**src/rtl/dms_pfd_lockdet.sv**
```systemverilog
// Digital PFD for the CDR loop: synchronised ref/fb edge compare,
// charge-pump up/down, signed phase error, cycle-slip flag and lock detect.
module dms_pfd_lockdet #(
    parameter int SYNC_STAGES = 2,
    parameter int ERR_W       = 8,
    parameter int RST_DLY     = 2,
    parameter int LOCK_TOL    = 2,
    parameter int LOCK_CNT    = 16,
    parameter int UNLOCK_CNT  = 4
) (
    input  logic                    ck,
    input  logic                    rst_n,
    input  logic                    refclk,
    input  logic                    fbclk,
    output logic                    up,
    output logic                    down,
    output logic signed [ERR_W-1:0] phase_err,
    output logic                    err_valid,
    output logic                    slip,
    output logic                    locked
);

    localparam int CW = ERR_W - 1;
    localparam int DW = (RST_DLY > 1) ? $clog2(RST_DLY) : 1;
    localparam int GW = $clog2(LOCK_CNT + 1);
    localparam int BW = $clog2(UNLOCK_CNT + 1);
    localparam logic [CW-1:0] CMAX = '1;

    typedef enum logic [1:0] {S_IDLE, S_UP, S_DN, S_RESET} state_e;

    logic [SYNC_STAGES-1:0] ref_sync_q, fb_sync_q;
    logic                   ref_prev_q, fb_prev_q;
    logic                   ref_rise, fb_rise;
    logic                   ref_ev, fb_ev;

    state_e                 state_q, state_d;
    logic [CW-1:0]          cnt_q, cnt_d, cnt_inc;
    logic [DW-1:0]          dly_q, dly_d;
    logic                   ref_pend_q, ref_pend_d;
    logic                   fb_pend_q, fb_pend_d;
    logic                   load;
    logic signed [ERR_W-1:0] err_q, err_d;
    logic                   slip_d;
    logic                   up_q, down_q, valid_q, slip_q;

    logic [GW-1:0]          good_q, good_d;
    logic [BW-1:0]          bad_q, bad_d;
    logic                   locked_q, locked_d;
    logic                   slip_seen_q, slip_seen_d;
    logic [ERR_W-1:0]       mag;
    logic                   good_cmp;

    always_ff @(posedge ck or negedge rst_n) begin
        if (!rst_n) begin
            ref_sync_q <= '0;
            fb_sync_q  <= '0;
            ref_prev_q <= 1'b0;
            fb_prev_q  <= 1'b0;
        end else begin
            ref_sync_q <= {ref_sync_q[SYNC_STAGES-2:0], refclk};
            fb_sync_q  <= {fb_sync_q[SYNC_STAGES-2:0], fbclk};
            ref_prev_q <= ref_sync_q[SYNC_STAGES-1];
            fb_prev_q  <= fb_sync_q[SYNC_STAGES-1];
        end
    end

    assign ref_rise = ref_sync_q[SYNC_STAGES-1] & ~ref_prev_q;
    assign fb_rise  = fb_sync_q[SYNC_STAGES-1] & ~fb_prev_q;
    // Pending bits are only ever set in RESET and cleared in IDLE.
    assign ref_ev   = ref_rise | ref_pend_q;
    assign fb_ev    = fb_rise | fb_pend_q;
    assign cnt_inc  = (cnt_q == CMAX) ? cnt_q : cnt_q + CW'(1);

    always_comb begin
        state_d    = state_q;
        cnt_d      = cnt_q;
        dly_d      = dly_q;
        ref_pend_d = ref_pend_q;
        fb_pend_d  = fb_pend_q;
        load       = 1'b0;
        err_d      = err_q;
        slip_d     = 1'b0;
        unique case (state_q)
            S_IDLE: begin
                ref_pend_d = 1'b0;
                fb_pend_d  = 1'b0;
                if (ref_ev && fb_ev) begin
                    state_d = S_RESET;
                    dly_d   = '0;
                    load    = 1'b1;
                    err_d   = '0;
                end else if (ref_ev) begin
                    state_d = S_UP;
                    cnt_d   = CW'(1);
                end else if (fb_ev) begin
                    state_d = S_DN;
                    cnt_d   = CW'(1);
                end
            end
            S_UP: begin
                if (fb_rise) begin
                    state_d = S_RESET;
                    dly_d   = '0;
                    load    = 1'b1;
                    err_d   = $signed({1'b0, cnt_q});
                end else begin
                    cnt_d  = cnt_inc;
                    slip_d = ref_rise;
                end
            end
            S_DN: begin
                if (ref_rise) begin
                    state_d = S_RESET;
                    dly_d   = '0;
                    load    = 1'b1;
                    err_d   = -$signed({1'b0, cnt_q});
                end else begin
                    cnt_d  = cnt_inc;
                    slip_d = fb_rise;
                end
            end
            S_RESET: begin
                if (ref_rise) ref_pend_d = 1'b1;
                if (fb_rise)  fb_pend_d  = 1'b1;
                if (dly_q == DW'(RST_DLY - 1)) begin
                    state_d = S_IDLE;
                    dly_d   = '0;
                end else begin
                    dly_d = dly_q + DW'(1);
                end
            end
            default: state_d = S_IDLE;
        endcase
    end

    always_ff @(posedge ck or negedge rst_n) begin
        if (!rst_n) begin
            state_q    <= S_IDLE;
            cnt_q      <= '0;
            dly_q      <= '0;
            ref_pend_q <= 1'b0;
            fb_pend_q  <= 1'b0;
            err_q      <= '0;
            up_q       <= 1'b0;
            down_q     <= 1'b0;
            valid_q    <= 1'b0;
            slip_q     <= 1'b0;
        end else begin
            state_q    <= state_d;
            cnt_q      <= cnt_d;
            dly_q      <= dly_d;
            ref_pend_q <= ref_pend_d;
            fb_pend_q  <= fb_pend_d;
            err_q      <= err_d;
            up_q       <= (state_d == S_UP) || (state_d == S_RESET);
            down_q     <= (state_d == S_DN) || (state_d == S_RESET);
            valid_q    <= load;
            slip_q     <= slip_d;
        end
    end

    // Error magnitude never reaches -2^(ERR_W-1), so negation is safe.
    assign mag      = err_q[ERR_W-1] ? -err_q : err_q;
    assign good_cmp = (mag <= ERR_W'(LOCK_TOL)) && !(slip_seen_q || slip_q);

    always_comb begin
        good_d      = good_q;
        bad_d       = bad_q;
        locked_d    = locked_q;
        slip_seen_d = slip_seen_q | slip_q;
        if (valid_q) begin
            slip_seen_d = 1'b0;
            if (good_cmp) begin
                bad_d = '0;
                if (good_q != GW'(LOCK_CNT)) good_d = good_q + GW'(1);
                if (good_d == GW'(LOCK_CNT)) locked_d = 1'b1;
            end else begin
                good_d = '0;
                if (locked_q) begin
                    if (bad_q + BW'(1) == BW'(UNLOCK_CNT)) begin
                        locked_d = 1'b0;
                        bad_d    = '0;
                    end else begin
                        bad_d = bad_q + BW'(1);
                    end
                end
            end
        end
        if (slip_q) good_d = '0;
    end

    always_ff @(posedge ck or negedge rst_n) begin
        if (!rst_n) begin
            good_q      <= '0;
            bad_q       <= '0;
            locked_q    <= 1'b0;
            slip_seen_q <= 1'b0;
        end else begin
            good_q      <= good_d;
            bad_q       <= bad_d;
            locked_q    <= locked_d;
            slip_seen_q <= slip_seen_d;
        end
    end

    assign up        = up_q;
    assign down      = down_q;
    assign phase_err = err_q;
    assign err_valid = valid_q;
    assign slip      = slip_q;
    assign locked    = locked_q;

endmodule

```
**config.mk**
```make
export PLATFORM = sky130hd
export DESIGN_NAME = dms_pfd_lockdet
export DESIGN_NICKNAME = d
export VERILOG_FILES = /design/src/rtl/dms_pfd_lockdet.sv
export SDC_FILE = /design/constraint.sdc
export NUM_CORES = 1
export LEC_CHECK = 0
export CAP_MARGIN = 20
export CORE_MARGIN = 2
export CORE_UTILIZATION = 28
export CTS_BUF_LIST = sky130_fd_sc_hd__clkbuf_8 sky130_fd_sc_hd__clkbuf_16
export DETAILED_ROUTE_END_ITERATION = 8
export SETUP_SLACK_MARGIN = 0.5
export SLEW_MARGIN = 20
export SYNTH_ARGS = -nofsm -noshare
export SYNTH_HDL_FRONTEND = slang
export SYNTH_SLANG_ARGS = --single-unit
```
**constraint.sdc**
```tcl
create_clock -name ck -period 4.5 [get_ports ck]
set_input_delay 0.9 -clock ck [delete_from_list [all_inputs] [get_ports ck]]
set_output_delay 0.9 -clock ck [all_outputs]
set_load 0.01 [all_outputs]
```
==> flow_summary.toml, run 1 <==
[outcome]
outcome = "completed"

[worst_setup_path]
crit_path_max_fo = 13
required_ps = 4680
cp-start-kind = "register"
worst-setup-path-type = "reg -> reg"
element_type_at_the_critical_path_end = "register"
worst-r2r-setup-slack_ps = 2200
timing.critical_path.arrival_ps = 2480

[routing]
drtPass1Iterations = 4
final_antenna_net_count = 0
route.met3.wl_um = 144
drt-initial-drc-count = 90
wl_per_cell_um = 12.7
dr_wl_met2_um = 2030
post-route-drc-count = 0
topRoutingLayerUsed = "met4"
vias = 1784
wirelength_met1_um = 2260
totalWireLength_um = 4510
drt-vias-per-instance = 5.01

[floorplan]
ios = 17
floorplan.die.height_um = 93.0
core-area_um2 = 7690
floorplan.initialDensity = 0.288
dieArea_um2 = 8640
die_w_um = 93.0
placement_rows = 32

[global_route]
grt_first_pass_wirelength_um = 7850
grt_max_degree = 40
overflow = 0
grt_antenna_before_repair = 0
grt_usage = 0.113
grt_pass1_vias = 1691

[clock_network]
clock_insertion_delay_worst_skew_ps = 290
clkSinkCount = 39
cts.repair_timing.setup_buffer_count = 0
cts_max_path_buffers = 2
clock_tree.htree_level_count = 2
path_clk_slew_ps = 80
cts_buffers = 5
cts_root_buf = "sky130_fd_sc_hd__clkbuf_8"
postCtsResizedCells = 0
clock_tree_from_tritoncts = "done"
number_of_hold_buffers_added_after_cts = 0

[synth]
synth.ff_latch_count = 39
synth_seq_area_share = 0.440
synth_enable_flop_cells = 0
cell_area_synth_um2 = 2220
mappedNetlistNets = 258
cell_count_after_synthesis = 243
post_synth.cell_area_avg_um2 = 9.12
ys_dominant_reg_cell = "sky130_fd_sc_hd__dfrtp_1"
yosys_warnings = 0
synth_cell_types = 46
synth_async_sr_flop_share = 1.00

[sta]
clock_skew_ps = 6.58
setup_tns_ps = 0
setup-violations-final = 0
finalMaxSlewViolations = 0
relSlewSlack = 0.421
timing.final.crit_share = 0.511
fin_hold_ws_ps = 351
max_freq_ghz = 0.435
final-hold-violation-count = 0
grt_setup_unrepaired = "false"
slew_worst_pin_ps = 868
timing.final.crit_period_ps = 2300
postLayoutSetupSlackWorst_ps = 2200

[pwr]
swShare = 0.427
total_switching_power_mw = 0.661
pwr_density_cell_nw_per_um2 = 609
post-layout-total-power_mw = 1.55
power.leakage_nw = 1.10
share_clk_of_total_power = 0.154
p_comb_frac = 0.499
cellInternalPower_mw = 0.888
ir_worst_vdd_mv = 0.188
pwr-share-seq = 0.346

[job]
max-cap-violations = 0

[cells_and_area]
insertedDiodeCount = 0
post_route_cells_drive_above_1_share = 0.0709
final_nets = 269
finish.utilization = 0.331
area_growth_syn_to_layout_pct = 14.7

[placement]
place_worst_setup_slack_ps = 2250
final_weighted_congestion_in_routability_driven_placement = 0.755
port_buffers = 16
dp_hpwl_um = 3150

[min_path]
worstHoldPathType = "reg -> reg"
==> critical path, cell delays in order, from the launching register on <==
cell                      delay (ps)
sky130_fd_sc_hd__dfrtp_1         440
sky130_fd_sc_hd__inv_1            90
sky130_fd_sc_hd__ha_1            350
sky130_fd_sc_hd__a22oi_1         260
sky130_fd_sc_hd__o311a_1         420
sky130_fd_sc_hd__nor2b_1         270
sky130_fd_sc_hd__mux2_2          360
==> layout make-up <==
class,instances,area [um^2]
clock buffer,6,82.6
tap,102,128
inverter,19,71.3
multi-input combinational,172,1120
timing repair buffer,17,163
clock inverter,1,5.00
sequential,39,976
fill,818,5140
==> metrics by stage <==
step	instances	instance area [um^2]
5_1_grt	356	2540
3_5_place_dp	349	2450
6_report	356	2540
4_1_cts	356	2540
2_1_floorplan	243	2220
3_3_place_gp	349	2450
==> layout by cell type (no fill, tap or decap), types with 2 or more instances in the layout <==
master	count
sky130_fd_sc_hd__a211oi_1	4
sky130_fd_sc_hd__a21o_1	2
sky130_fd_sc_hd__a21oi_1	19
sky130_fd_sc_hd__a22o_1	3
sky130_fd_sc_hd__a31oi_1	5
sky130_fd_sc_hd__and2_1	2
sky130_fd_sc_hd__and3_1	4
sky130_fd_sc_hd__clkbuf_8	6
sky130_fd_sc_hd__clkdlybuf4s50_1	15
sky130_fd_sc_hd__dfrtp_1	39
sky130_fd_sc_hd__ha_1	11
sky130_fd_sc_hd__inv_1	19
sky130_fd_sc_hd__mux2_2	6
sky130_fd_sc_hd__mux2i_1	3
sky130_fd_sc_hd__nand2_1	23
sky130_fd_sc_hd__nand2b_1	4
sky130_fd_sc_hd__nand3_1	12
sky130_fd_sc_hd__nand3b_1	2
sky130_fd_sc_hd__nand4_1	2
sky130_fd_sc_hd__nor2_1	11
sky130_fd_sc_hd__nor2b_1	4
sky130_fd_sc_hd__nor3_1	5
sky130_fd_sc_hd__nor4b_1	2
sky130_fd_sc_hd__nor4bb_1	2
sky130_fd_sc_hd__o21ai_0	16
sky130_fd_sc_hd__o22ai_1	6
sky130_fd_sc_hd__o311a_1	2
sky130_fd_sc_hd__or4_1	4
==> logic make-up after synthesis <==
logic type / after synthesis / synth area share
compound gates: 66 / 0.186
xor+xnor: 2 / 0.00791
fa+ha+maj: 11 / 0.0621
buf+inv: 32 / 0.0553
flops: 39 / 0.440
mux: 9 / 0.0440
simple gates: 84 / 0.204
==> registers in the layout, summed over array words and instances (netlist names), 2 cells and up <==
signal	flops
bad_q	3
cnt_q	7
fb_sync_q	2
good_q	5
phase_err	8
ref_sync_q	2
==> final timing paths <==
kind / to / startpoint / cells after the start
max reg2reg: cnt_q[0] / down / 6
min reg2reg: fb_sync_q[1] / fb_sync_q[0] / 0
max: cnt_q[0] / down / 6
max in group asynchronous: phase_err[5] / rst_n / 1
min: fb_sync_q[1] / fb_sync_q[0] / 0
min in group asynchronous: ref_pend_q / rst_n / 1
==> layer usage <==
| layer | global-route usage | vias to the layer above |
|---|---|---|
| met5 | 0 | - |
| met1 | 0.149 | 858 |
| li1 | - | 891 |
| met2 | 0.182 | 27 |
| met3 | 0.0277 | 8 |
| met4 | 0.0392 | 0 |
==> cell usage after synthesis (4+ instances only) <==
cell type,instances,area share
sky130_fd_sc_hd__dfrtp_1,39,0.44
sky130_fd_sc_hd__nand2_1,23,0.039
sky130_fd_sc_hd__a21oi_1,19,0.043
sky130_fd_sc_hd__inv_1,19,0.032
sky130_fd_sc_hd__o21ai_0,16,0.036
sky130_fd_sc_hd__nand3_1,12,0.027
sky130_fd_sc_hd__clkbuf_1,11,0.019
sky130_fd_sc_hd__ha_1,11,0.062
sky130_fd_sc_hd__nor2_1,11,0.019
sky130_fd_sc_hd__mux2_2,6,0.030
sky130_fd_sc_hd__o22ai_1,6,0.017
sky130_fd_sc_hd__a31oi_1,5,0.014
sky130_fd_sc_hd__nor3_1,5,0.011
sky130_fd_sc_hd__a211oi_1,4,0.014
sky130_fd_sc_hd__and3_1,4,0.011
sky130_fd_sc_hd__nand2b_1,4,0.011
sky130_fd_sc_hd__nor2b_1,4,0.011
sky130_fd_sc_hd__or4_1,4,0.014
==> power by group through the flow <==
stage	registers [mW]	logic (mW)	clock network [mW]
2_1_floorplan	0.519	0.591	0
3_3_place_gp	0.539	0.767	0
3_5_place_dp	0.542	0.774	0
4_1_cts	0.535	0.779	0.254
5_1_grt	0.554	0.882	0.267
6_report	0.536	0.773	0.239
(Power assumes the default switching activity.)
==> run 2: changes to the inputs <==
Clock period 4.5 ns to 2.1 ns, I/O delays scaled along.
==> flow_summary.toml, run 2 (synthesized netlist as in run 1, its figures left out) <==
[cells_and_area]
max_ffs_per_register = 8
insertedDiodeCount = 0
most-common-layout-cells = "33 x sky130_fd_sc_hd__dfrtp_1, 20 x sky130_fd_sc_hd__nand2_1, 20 x sky130_fd_sc_hd__buf_4"
layout_commonest_cell = "sky130_fd_sc_hd__dfrtp_1"
post_route_cells_drive_above_1_share = 0.387
sequential_cell_area_um2 = 983
area_growth_syn_to_layout_pct = 47.6
layout.filler_cells = 760
area_occupied_by_multi_input_gates_um2 = 1490
final_nets = 306
finalNonFillerCells = 394

[clock_network]
cts_max_path_buffers = 2
cts_buffers = 5
clock_tree.htree_level_count = 2
path_clk_slew_ps = 80
clock_insertion_delay_worst_skew_ps = 300
clkSinkCount = 39
cts_root_buf = "sky130_fd_sc_hd__clkbuf_8"
clock_tree_from_tritoncts = "done"

[worst_setup_path]
worst-r2r-cell-count = 5
crit_path_max_fo = 6
worstReg2RegEnd = "bad_q[1]"
rr_startpoint = "phase_err[7]"
required_ps = 2280
cp-start-kind = "register"
worst-setup-path-type = "reg -> reg"
element_type_at_the_critical_path_end = "register"
timing.critical_path.arrival_ps = 2020
worst-r2r-setup-slack_ps = 260

[routing]
drtPass1Iterations = 4
final_antenna_net_count = 0
vias = 2007
drt-vias-per-instance = 5.09
drt-initial-drc-count = 96
post-route-drc-count = 0
totalWireLength_um = 5540
wl_per_cell_um = 14.1

[placement]
dp_hpwl_um = 3360
port_buffers = 16
final_weighted_congestion_in_routability_driven_placement = 0.819
placedCellCount = 356

[floorplan]
floorplan.initialDensity = 0.288
core-area_um2 = 7690
floorplan.die.height_um = 93.0
placement_rows = 32
ios = 17
dieArea_um2 = 8640
die_w_um = 93.0

[global_route]
grt_usage = 0.131
grt_first_pass_wirelength_um = 9060
overflow = 0
grt_max_degree = 35
grt_antenna_before_repair = 0
grt_pass1_vias = 1930

[pwr]
ir_worst_vdd_mv = 0.515
pwr_density_cell_nw_per_um2 = 1470
power.leakage_nw = 1.44

[sta]
clock_skew_ps = 7.52
timing.final.crit_period_ps = 1840
setup_tns_ps = 0
slew_worst_pin_ps = 508
grt_setup_unrepaired = "true"
finalMaxSlewViolations = 0
setup-violations-final = 0
final-hold-violation-count = 0
max_freq_ghz = 0.543
relSlewSlack = 0.661
timing.final.crit_share = 0.877

[min_path]
worstHoldPathType = "reg -> reg"
timing.hold.worst.start = "ref_sync_q[0]"
holdPathEnd = "ref_sync_q[1]"
worstHoldPathCells = 0

[job]
max-cap-violations = 0

[outcome]
outcome = "completed"
run 2: changes by cell type in the layout (fill, tap and decap cells not counted), sizes merged:
cell	before	now
dlygate4sd2	0	11
clkdlybuf4s50	15	2
dlygate4sd3	0	1
dlymetal6s2s	0	1
buf	2	38
clkdlybuf4s15	0	1
inv	19	20
run 2: through the flow:
stage / util / worst slack, ps / cell area, um^2 / hold slack, ps / power, mW
after floorplan: - / 219 / 2330 / 124 / 2.63
after global placement: 0.337 / 187 / 2590 / 277 / 3.08
after detailed placement: 0.337 / 115 / 2590 / 272 / 3.11
after CTS: 0.398 / 277 / 3060 / 354 / 4.36
after global routing: 0.425 / 192 / 3270 / 363 / 5.21
final: 0.425 / 258 / 3270 / 351 / 4.81
run 2: how the worst max path moves through the flow:
stage / slack (ps) / to / from
floorplan: 220 / good_q[0] / phase_err[3]
global placement: 190 / good_q[0] / phase_err[7]
detailed placement: 120 / good_q[0] / phase_err[7]
CTS: 280 / good_q[3] / phase_err[7]
global route: 190 / bad_q[1] / phase_err[7]
finish: 260 / bad_q[1] / phase_err[7]
run 2: layout make-up:
type / count / area share
clock buffer: 6 / 0.0252
tap: 102 / 0.0390
clock inverter: 2 / 0.00268
sequential: 39 / 0.301
inverter: 19 / 0.0241
multi-input combinational: 172 / 0.454
timing repair buffer: 54 / 0.154
run 2: timing repair:
action | CTS | global route
hold buffers | 1 | 0
gates resized for setup | 55 | 46
cloned | 1 | 0
buffers inserted | 25 | 3
pin swaps | 14 | 14
setup endpoints to repair | 36 | 30
endpoints found under the hold margin | 5 | 0
run 2: critical path: stages, from the launching register on:
cell and delay (ps):
sky130_fd_sc_hd__dfrtp_1 380, sky130_fd_sc_hd__or4_4 550, sky130_fd_sc_hd__mux2i_4 200, sky130_fd_sc_hd__and4_4 320, sky130_fd_sc_hd__nor2_2 40, sky130_fd_sc_hd__a22o_1 220
run 2: where the power goes:
| group | internal (mW) | switching [mW] | total (mW) |
|---|---|---|---|
| combinational | 1.60 | 1.52 | 3.12 |
| sequential | 0.940 | 0.229 | 1.17 |
| clock | 0.260 | 0.264 | 0.525 |
run 2: per-layer routing:
metal / vias to the layer above / wire length (um) / track usage
li1: 972 / - / -
met1: 1007 / 2410 / 0.163
met2: 19 / 2880 / 0.221
met3: 9 / 159 / 0.0293
met4: 0 / 95 / 0.0466
met5: - / 0 / 0
==> run 3: changes to the inputs <==
Settings changed: PLACE_DENSITY from default to 0.51, RECOVER_POWER from default to 25.
==> flow_summary.toml, run 3 (synthesized netlist as in run 1, its figures left out) <==
[job]
max-cap-violations = 0

[floorplan]
floorplan.die.height_um = 93.0
ios = 17
placement_rows = 32
die_w_um = 93.0
floorplan.initialDensity = 0.288
dieArea_um2 = 8640
core-area_um2 = 7690

[worst_setup_path]
worst-setup-path-type = "reg -> reg"
required_ps = 2350
worst-r2r-cell-count = 5
timing.critical_path.arrival_ps = 2100
cp-start-kind = "register"
crit_path_max_fo = 5
element_type_at_the_critical_path_end = "register"

[global_route]
grt_antenna_before_repair = 0
grt_max_degree = 32
grt_pass1_vias = 2014
grt_first_pass_wirelength_um = 9760
overflow = 0
grt_usage = 0.140

[clock_network]
clock_tree_from_tritoncts = "done"
clock_insertion_delay_worst_skew_ps = 310
cts_max_path_buffers = 2
clkSinkCount = 39
clock_tree.htree_level_count = 2
path_clk_slew_ps = 90
cts_buffers = 5
cts_root_buf = "sky130_fd_sc_hd__clkbuf_8"

[placement]
final_weighted_congestion_in_routability_driven_placement = 0.752
dp_hpwl_um = 3420
port_buffers = 16
place_area_um2 = 2610

[cells_and_area]
max_ffs_per_register = 8
area_growth_syn_to_layout_pct = 44.7
insertedDiodeCount = 0
most-common-layout-cells = "35 x sky130_fd_sc_hd__dfrtp_1, 25 x sky130_fd_sc_hd__buf_4, 20 x sky130_fd_sc_hd__nand2_1"
final_nets = 302
post_route_cells_drive_above_1_share = 0.372
finish.utilization = 0.417
design_area_um2 = 3210
layout.filler_cells = 781
layout_commonest_cell = "sky130_fd_sc_hd__dfrtp_1"

[routing]
drt-initial-drc-count = 103
wl_per_cell_um = 14.2
post-route-drc-count = 0
final_antenna_net_count = 0
drt-vias-per-instance = 4.95
vias = 1930
drtPass1Iterations = 4
totalWireLength_um = 5530

[outcome]
outcome = "completed"

[pwr]
share_clk_of_total_power = 0.139
pwr-share-seq = 0.247
power.leakage_nw = 1.40
pwr_density_cell_nw_per_um2 = 1460
swShare = 0.415
p_comb_frac = 0.613
ir_worst_vdd_mv = 0.835
total_switching_power_mw = 1.94
cellInternalPower_mw = 2.73

[min_path]
worstHoldPathCells = 0
worstHoldPathType = "reg -> reg"

[sta]
timing.final.crit_period_ps = 1850
grt_setup_unrepaired = "true"
setup-violations-final = 0
finalMaxSlewViolations = 0
clock_skew_ps = 17.4
fin_hold_ws_ps = 353
timing.final.crit_share = 0.882
final-hold-violation-count = 0
max_freq_ghz = 0.540
slew_worst_pin_ps = 603
setup_tns_ps = 0
relSlewSlack = 0.598
## run 3: changes by cell type in the layout (fill, tap and decap cells not counted), moves of 3 or more
cell                    change
sky130_fd_sc_hd__buf_8      +3
sky130_fd_sc_hd__buf_4      +5
sky130_fd_sc_hd__inv_1      -5
sky130_fd_sc_hd__inv_2      +5
sky130_fd_sc_hd__buf_6     -14
## run 3: final timing paths
kind,slack [ps],end,start
worst min-delay path,350,ref_sync_q[1],ref_sync_q[0]
min in group asynchronous,620,good_q[1],rst_n
worst max-delay path,250,good_q[3],phase_err[3]
worst max register to register,250,good_q[3],phase_err[3]
max in group asynchronous,870,err_valid,rst_n
worst min register to register,350,ref_sync_q[1],ref_sync_q[0]
## run 3: power groups by stage
stage	Combinational [mW]	Clock, mW	Sequential [mW]
2_1_floorplan	1.50	0	1.12
3_3_place_gp	1.98	0	1.17
3_5_place_dp	1.99	0	1.17
4_1_cts	2.52	0.663	1.13
6_report	2.86	0.650	1.16
5_1_grt	3.14	0.702	1.19
## run 3: metrics by stage
stage | total power [mW] | instances | setup slack [ps]
finish | 4.67 | 390 | 247
detailed placement | 3.16 | 356 | 162
global route | 5.04 | 390 | 167
floorplan | 2.63 | 243 | 219
CTS | 4.31 | 387 | 222
global placement | 3.15 | 356 | 175
## run 3: layout make-up
cell class | instances | area [um^2] | share of cell area
multi-input cells | 172 | 1450 | 0.453
flip-flops and latches | 39 | 981 | 0.306
repair buffers | 50 | 457 | 0.142
well taps | 102 | 128 | 0.0398
inverters | 19 | 76.3 | 0.0238
clock buffers | 5 | 68.8 | 0.0215
clock inverters | 3 | 43.8 | 0.0137
## run 3: what timing repair did
item                       CTS  global route
gates cloned                 1             0
setup endpoints to repair   36            28
hold endpoints to repair     8             0
pin swaps                   14             8
resized for setup           41            43
setup buffers               21             3
hold buffers                 1             0
## run 3: metal layers
layer,vias to the layer above,part of all wire,GRT usage
li1,961,-,-
met1,937,0.47,0.188
met2,25,0.49,0.228
met3,7,0.024,0.0293
met4,0,0.014,0.0417
met5,-,0,0
## run 3: critical path, stage by stage, from the launching register on
cell and delay (ps):
sky130_fd_sc_hd__dfrtp_2 410, sky130_fd_sc_hd__or4_1 500, sky130_fd_sc_hd__mux2i_1 210, sky130_fd_sc_hd__nand4_2 160
sky130_fd_sc_hd__or4_1 420, sky130_fd_sc_hd__nand3_1 100
